`config.mk`:
```
export PLATFORM = sky130hd
export DESIGN_NAME = adxl362_spi_os_flat
export DESIGN_NICKNAME = d
export VERILOG_FILES = /design/src/rtl/adxl362_spi_os_if.sv /design/src/rtl/adxl362_spi_os.sv /design/src/flat_wrapper.sv
export SDC_FILE = /design/constraint.sdc
export NUM_CORES = 1
export LEC_CHECK = 0
export CORE_UTILIZATION = 35
export CTS_BUF_LIST = sky130_fd_sc_hd__clkbuf_16
export CTS_CLUSTER_DIAMETER = 40
export CTS_CLUSTER_SIZE = 14
export DETAILED_ROUTE_END_ITERATION = 7
export SYNTH_ARGS = -nofsm -noshare
export SYNTH_HDL_FRONTEND = slang
export SYNTH_SLANG_ARGS = --single-unit
export TNS_END_PERCENT = 50
```
`constraint.sdc`:
```
create_clock -name clk_16mhz -period 2.7 [get_ports clk_16mhz]
set_input_delay 0.54 -clock clk_16mhz [delete_from_list [all_inputs] [get_ports clk_16mhz]]
set_output_delay 0.54 -clock clk_16mhz [all_outputs]
set_load 0.005 [all_outputs]
```
`src/rtl/adxl362_spi_os_if.sv`:
```
// adxl362_spi_os_if: register-file and FIFO strobe bus between the SPI front end and the model
interface adxl362_spi_os_if #(parameter int ADDR_WIDTH = 6);
  logic [ADDR_WIDTH-1:0] address;
  logic [7:0] data_write, data_read, data_fifo_read;
  logic write, read, fifo_pop;
  modport master(output address, data_write, write, read, fifo_pop, input data_read, data_fifo_read);
  modport slave(input address, data_write, write, read, fifo_pop, output data_read, data_fifo_read);
endinterface

```
`src/rtl/adxl362_spi_os.sv`:
```
// adxl362_spi_os: oversampled SPI slave decoding the ADXL362 write/read/FIFO command set
module adxl362_spi_os #(
  parameter int ADDR_WIDTH = 6,
  parameter bit CPOL = 1'b0,
  parameter bit CPHA = 1'b0,
  parameter int SYNC_STAGES = 2
) (
  input  logic clk_16mhz,
  input  logic rst,
  input  logic SCLK,
  input  logic MOSI,
  input  logic nCS,
  output logic MISO,
  output logic busy,
  output logic cmd_error,
  adxl362_spi_os_if.master bus
);
  typedef enum logic [2:0] {IDLE, CMD, ADDR, WR_DATA, RD_DATA, FIFO_DATA, IGNORE} state_t;
  state_t state, state_n;
  logic [SYNC_STAGES-1:0] sclk_sr, mosi_sr, ncs_sr;
  logic sclk_q, ncs_q, wr_mode, rd_pend, read_q, pop_q;
  logic [2:0] bit_cnt;
  logic [6:0] rx;
  logic [7:0] tx, rx_n;
  logic sclk_s, ncs_s, sample, shift_e, ncs_fall, ncs_rise, done, bad;
  assign MISO = tx[7] & ~nCS;
  assign busy = state != IDLE;
  always_comb begin
    sclk_s = sclk_sr[SYNC_STAGES-1];
    ncs_s = ncs_sr[SYNC_STAGES-1];
    sample = (CPOL ^ CPHA) ? (~sclk_s & sclk_q) : (sclk_s & ~sclk_q);
    shift_e = (CPOL ^ CPHA) ? (sclk_s & ~sclk_q) : (~sclk_s & sclk_q);
    ncs_fall = ncs_q & ~ncs_s;
    ncs_rise = ~ncs_q & ncs_s;
    rx_n = {rx, mosi_sr[SYNC_STAGES-1]};
    done = sample && bit_cnt == 3'd7 && state != IDLE && !ncs_rise;
    bad = rx_n != 8'h0A && rx_n != 8'h0B && rx_n != 8'h0D;
    state_n = state;
    if (ncs_rise) state_n = IDLE;
    else case (state)
      IDLE: state_n = ncs_fall ? CMD : IDLE;
      CMD: state_n = !done ? CMD : bad ? IGNORE : rx_n == 8'h0D ? FIFO_DATA : ADDR;
      ADDR: state_n = !done ? ADDR : wr_mode ? WR_DATA : RD_DATA;
      default: state_n = state;
    endcase
  end
  always_ff @(posedge clk_16mhz or negedge rst)
    if (!rst) state <= IDLE;
    else state <= state_n;
  always_ff @(posedge clk_16mhz or negedge rst) begin
    if (!rst) begin
      {sclk_sr, mosi_sr, ncs_sr} <= '0;
      {sclk_q, ncs_q, wr_mode, rd_pend, read_q, pop_q, cmd_error} <= '0;
      {bus.write, bus.read, bus.fifo_pop} <= '0;
      bus.address <= '0;
      bus.data_write <= '0;
      bit_cnt <= '0;
      rx <= '0;
      tx <= '0;
    end else begin
      sclk_sr <= {sclk_sr[SYNC_STAGES-2:0], SCLK};
      mosi_sr <= {mosi_sr[SYNC_STAGES-2:0], MOSI};
      ncs_sr <= {ncs_sr[SYNC_STAGES-2:0], nCS};
      sclk_q <= sclk_s;
      ncs_q <= ncs_s;
      read_q <= bus.read;
      pop_q <= bus.fifo_pop;
      bus.write <= 1'b0;
      bus.read <= rd_pend;
      bus.fifo_pop <= 1'b0;
      cmd_error <= 1'b0;
      rd_pend <= 1'b0;
      if (bus.write) bus.address <= bus.address + 1'b1;
      if (state == IDLE) begin
        bit_cnt <= '0;
        rx <= '0;
        tx <= '0;
      end else begin
        if (sample) begin
          rx <= rx_n[6:0];
          bit_cnt <= bit_cnt + 3'd1;
        end
        // the edge at a byte boundary never shifts, so tx[7] of a fresh byte is presented first
        if (read_q) tx <= bus.data_read;
        else if (pop_q) tx <= bus.data_fifo_read;
        else if (shift_e && bit_cnt != 3'd0) tx <= {tx[6:0], 1'b0};
      end
      if (done) case (state)
        CMD: begin
          wr_mode <= rx_n == 8'h0A;
          cmd_error <= bad;
          bus.fifo_pop <= rx_n == 8'h0D;
        end
        ADDR: begin
          bus.address <= rx_n[ADDR_WIDTH-1:0];
          bus.read <= !wr_mode;
        end
        WR_DATA: begin
          bus.data_write <= rx_n;
          bus.write <= 1'b1;
        end
        RD_DATA: begin
          bus.address <= bus.address + 1'b1;
          rd_pend <= 1'b1;
        end
        FIFO_DATA: bus.fifo_pop <= 1'b1;
        default: ;
      endcase
    end
  end
endmodule

```
`src/flat_wrapper.sv`:
```
// flat-port wrapper written by rule: the top's interface ports become plain ports
module adxl362_spi_os_flat 
#(
  parameter int ADDR_WIDTH = 6,
  parameter bit CPOL = 1'b0,
  parameter bit CPHA = 1'b0,
  parameter int SYNC_STAGES = 2
)
  (clk_16mhz, rst, SCLK, MOSI, nCS, MISO, busy, cmd_error, bus_address, bus_data_write, bus_write, bus_read, bus_fifo_pop, bus_data_read, bus_data_fifo_read);
  adxl362_spi_os_if #(.ADDR_WIDTH(ADDR_WIDTH)) bus_i ();
  input  logic clk_16mhz;
  input  logic rst;
  input  logic SCLK;
  input  logic MOSI;
  input  logic nCS;
  output logic MISO;
  output logic busy;
  output logic cmd_error;
  output wire logic [$bits(bus_i.address)-1:0] bus_address;
  output wire logic [$bits(bus_i.data_write)-1:0] bus_data_write;
  output wire logic [$bits(bus_i.write)-1:0] bus_write;
  output wire logic [$bits(bus_i.read)-1:0] bus_read;
  output wire logic [$bits(bus_i.fifo_pop)-1:0] bus_fifo_pop;
  input wire logic [$bits(bus_i.data_read)-1:0] bus_data_read;
  input wire logic [$bits(bus_i.data_fifo_read)-1:0] bus_data_fifo_read;
  assign bus_address = bus_i.address;
  assign bus_data_write = bus_i.data_write;
  assign bus_write = bus_i.write;
  assign bus_read = bus_i.read;
  assign bus_fifo_pop = bus_i.fifo_pop;
  assign bus_i.data_read = bus_data_read;
  assign bus_i.data_fifo_read = bus_data_fifo_read;
  adxl362_spi_os #(.ADDR_WIDTH(ADDR_WIDTH), .CPOL(CPOL), .CPHA(CPHA), .SYNC_STAGES(SYNC_STAGES)) u_core (.clk_16mhz(clk_16mhz), .rst(rst), .SCLK(SCLK), .MOSI(MOSI), .nCS(nCS), .MISO(MISO), .busy(busy), .cmd_error(cmd_error), .bus(bus_i));
endmodule
```
# Word-level counts from Yosys, hierarchy flattened
# Cells that the tools add are included.
[word_totals]
regBits = 51
inputBits = 21
output_inout_bits = 20
[classes]
add_sub_neg = 2
eq_ne = 11
mux = 29
n_bitwise = 10
n_reduce_logical = 16
[ops]
columns = ["cell", "count"]
rows = [
  ["two-way mux 8 bit", 4],
  ["two-way mux 3 bit", 8],
  ["inequality test 8 x 4 -> 1 bit (second input constant)", 3],
  ["equality test 8 x 4 -> 1 bit (second input constant)", 2],
  ["two-way mux 7 bit", 2],
  ["two-way mux 6 bit", 2],
  ["case mux 6 bit (2 select lines)", 1],
  ["two-way mux 1 bit", 10],
  ["equality test 3 bit (second input constant)", 3],
  ["case mux 3 bit (3 select lines)", 1],
  ["nonzero test 4 bit", 2],
  ["adder 6 x 1 -> 6 bit (second input constant)", 1],
  ["equality test 3 x 2 -> 1 bit (second input constant)", 2],
  ["logical AND 1 bit", 6],
  ["nonzero test 3 bit", 2],
  ["bitwise AND 1 bit", 5],
  ["inverter 1 bit", 5],
  ["AND reduction 2 bit", 2],
  ["adder 3 x 1 -> 3 bit (second input constant)", 1],
  ["equality test 3 x 1 -> 1 bit (second input constant)", 1],
  ["logical NOT 3 bit", 1],
  ["logical NOT 1 bit", 2],
  ["case mux 1 bit (2 select lines)", 1],
  ["nonzero test 2 bit", 1],
]

# Longest topological paths before layout
[depth]
word_depth = 8
mapped_depth = 9

# Least setup slack after synthesis
# OpenSTA, ideal clock, no wires.
[synth_path]
kind = "register -> register"
from = "reg u_core.bit_cnt[0]"
to = "reg u_core.bus.data_write[0]"
setup_time_ns = 0.125
arrival_time_ns = 1.741
path_slack_ns = 0.834
path_stages_with_launch = 9
synth_period_minus_slack_ns = 1.866
cell_sequence = "dfrtp_1 ha_1 ha_1 and4_4 buf_6 nand2_1 or3_1 buf_6 mux2_2"
[synth_between]
elab_chain_len = 5
[synth_rtl]
columns = ["element", "line", "source"]
rows = [
  ["start: declaration", "adxl362_spi_os.sv:22", "logic [2:0] bit_cnt;"],
  ["start signal: assignment", "adxl362_spi_os.sv:81", "bit_cnt <= bit_cnt + 3'd1;"],
  ["equality test 3 bit", "adxl362_spi_os.sv:36", "done = sample && bit_cnt == 3'd7 && state != IDLE && !ncs_rise;"],
  ["logical AND 1 bit (3 in series)", "adxl362_spi_os.sv:36", ""],
  ["AND reduction 2 bit (no source line)", "n/a", ""],
  ["end signal: assignment", "adxl362_spi_os.sv:99", "bus.data_write <= rx_n;"],
  ["end: declaration", "adxl362_spi_os_if.sv:6", "modport master(output address, data_write, write, read, fifo_pop, input data_read, data_fifo_read);"],
]
# No other way between the ends.
# A chain may end at the register's enable or synchronous reset.

# Worst setup path after layout
[layout_path]
from = "in nCS"
to = "out MISO"
[layout_between]
elab_chain_len = 2
[layout_rtl]
columns = ["element", "line", "source"]
rows = [
  ["start: declaration", "flat_wrapper.sv:15", "input logic nCS;"],
  ["inverter 1 bit", "adxl362_spi_os.sv:26", "assign MISO = tx[7] & ~nCS;"],
  ["bitwise AND 1 bit", "adxl362_spi_os.sv:26", ""],
  ["end: declaration", "flat_wrapper.sv:16", "output logic MISO;"],
]
# No other way between the ends.

==> metrics.yaml <==
logic_synthesis:
  yosys.area.top_type: "dfrtp_1"
  synth-seq-cells: 51
  synth_area_leaders: "dfrtp_1 (54%), mux2i_1 (5.9%), mux2_2 (4.3%)"
  synth.cell_area_um2: 2370
  avgSynthCellArea_um2: 11.5
  netlist_instances: 205
  synth_top_area_share_pct: 53.9
  synth_edf_count: 0
  yosysMostFrequentCell: "dfrtp_1"
  ys.flop_type: "dfrtp_1"
  yosys-top-cells-count: "dfrtp_1 (51), nor2_1 (17), mux2i_1 (14)"
  synth.distinct_cells: 47
  seq_area_frac_synth_pct: 53.9
  ys_warn_count: 0
  syn_nets: 230
  synthArstFlopShare_pct: 100
critical_path:
  required_ns: 2.16
  worst-r2r-setup-slack_ns: 0.65
  crit_top_cell: "clkdlybuf4s50_1"
  endpoint_kind: "output pin"
  crit_slowest_cell: "clkdlybuf4s50_1"
  cp_max_fo: 2
  crit_chain: "clkdlybuf4s50_1 > nor2b_1 > clkdlybuf4s50_1"
  crit_arrival_ns: 1.60
  reg2regPathDepth: 6
  r2r_end: "u_core.bus.data_write[2]$_DFFE_PN0P_"
  r2r-start: "u_core.bit_cnt[0]$_DFFE_PN0P_"
  crit_type: "input port to output pin"
  start_kind: "input port"
  max_stage_delay_ns: 0.51
clocking:
  postCtsSetupBuffers: 0
  cts-htree-levels: 2
  clock-sinks: 51
  clkLatencyLatePin_ns: 0.29
  cts_resized: 0
  clk_path_buf_depth: 2
  hold_buffers: 0
  numCtsBuffers: 5
  clk_pin_slew_ns: 0.06
  clock-root-buffer: "clkbuf_16"
  cts_tree: "done"
timing:
  finalSetupViolations: 0
  finClkSkew_ns: 0.00545
  finalHoldViolations: 0
  slew_headroom_pct: 56.0
  finalSetupTns_ns: 0
  period_share_pct: 79.4
  fin_crit_ns: 2.14
  worstMarginPinSlew_ns: 0.657
  drv_slew: 0
  rsz0062_at_grt: "no"
  clock.fmax_mhz: 467
detailed_routing:
  firstDrtPassIters: 8
  vias: 1653
  antenna_left: 0
  drt_iter0_drc: 169
  drc_errors: 4
  routed_via_density: 5.17
  wl_um: 4640
  avgRoutedWirePerCell_um: 14.5
final_layout:
  syn_to_final_growth_pct: 24.1
  drive_gt1_share_pct: 11.5
  layout.nets: 267
  diodes: 0
  final_cell_count_no_fill: 320
power_and_ir_drop:
  p_leak_nw: 1.32
  power_w: 0.00149
  ir_drop_mv: 0.306
  powerDensity_nw_per_um2: 508
place:
  dp.cells: 312
  dp_hpwl_um: 3230
  io_buffers: 40
  gp_congestion: 0.797
floorplan:
  start_util_pct: 36.8
  dieHeight_um: 84.2
  core-area_um2: 6420
  fp-row-count: 29
  pin_count: 41
  die_x_um: 84.2
  dieArea_um2: 7090
global_route:
  antenna_found_initial: 0
  grt_pass1_vias: 1700
  gr-total-overflow: 0
  grt_pass1_wl_um: 8310
  grt_max_degree: 52
  track_usage_pct: 14.7
run_status:
  status: "complete, but fails checks"
  violations: "DRC"
min_path:
  hold_class: "input port to asynchronous set/reset pin"
run:
  cap_violations: 0
## layout make-up
| cell class | count | area, um^2 |
|---|---|---|
| clock inverter | 3 | 18.8 |
| timing repair buffer | 43 | 418 |
| multi-input combinational | 134 | 976 |
| inverter | 7 | 26.3 |
| tap | 77 | 96.3 |
| fill | 610 | 3490 |
| sequential | 51 | 1280 |
| clock buffer | 5 | 125 |
## how the worst max path moves through the flow
stage	startpoint	to	slack, ns
after floorplan	u_core.bit_cnt[0]$_DFFE_PN0P_	u_core.bus.data_write[0]$_DFFE_PN0P_	0.83
after global placement	nCS	MISO	0.53
after detailed placement	nCS	MISO	0.56
after CTS	nCS	MISO	0.53
after global routing	u_core.state[2]$_DFFE_PN0P_	u_core.bus.address[0]$_DFF_PN0_	0.49
final	nCS	MISO	0.56
## cells by family after synthesis
kind of cell	synth area share (%)
mux	10.2
compound gates	12.7
fa+ha+maj	2.12
flops	53.9
buf+inv	4.81
simple gates	14.3
xor+xnor	1.85
## state kept, by name, indices dropped and copies added (netlist names), 2 cells and up
register / flops
u_core.state: 3
u_core.rx: 7
u_core.bus.address: 6
u_core.bus.data_write: 8
u_core.ncs_sr: 2
u_core.sclk_sr: 2
u_core.mosi_sr: 2
u_core.bit_cnt: 3
u_core.tx: 8
## per-stage QoR
step	hold WS, ns	area [um^2]	setup slack, ns	utilization, %
after floorplan	0.244	2370	0.834	-
after global placement	0.333	2790	0.534	43.5
after detailed placement	0.338	2790	0.557	43.5
after CTS	0.354	2940	0.534	45.7
after global routing	0.369	2940	0.491	45.7
final	0.352	2940	0.557	45.7
## per-layer routing
layer  global-route usage [%]  vias to the layer above  wire, um
li1                         -                      816         -
met1                     21.3                      812      2310
met2                     22.9                       25      2230
met3                     3.34                        0       100
met4                     2.82                        0         0
met5                        0                        -         0
## cells in the final DEF, fill, tap and decap left out, types with 3 or more instances in the layout
| cell | instances |
|---|---|
| dfrtp_1 | 51 |
| clkdlybuf4s50_1 | 39 |
| nor2_1 | 17 |
| mux2i_1 | 14 |
| nand2_1 | 13 |
| o21ai_0 | 10 |
| a22o_1 | 10 |
| mux2_2 | 9 |
| inv_1 | 6 |
| nor2b_1 | 5 |
| nand3_1 | 5 |
| clkbuf_16 | 5 |
| ha_1 | 4 |
| xnor2_1 | 3 |
| nand2b_1 | 3 |
| nand4_1 | 3 |
| nor3_1 | 3 |
| buf_4 | 3 |
## worst max-delay path, delay by kind of cell
kind,cells,cell delay [ns]
buffers and inverters,2,0.93
AND/OR/NAND/NOR,1,0.13
## power breakdown
group	switching (W)	internal [W]
logic	0.0000434	0.0000443
registers	0.0000126	0.000774
clock network	0.000273	0.000344
No activity file was read; power rests on OpenSTA's default activity.
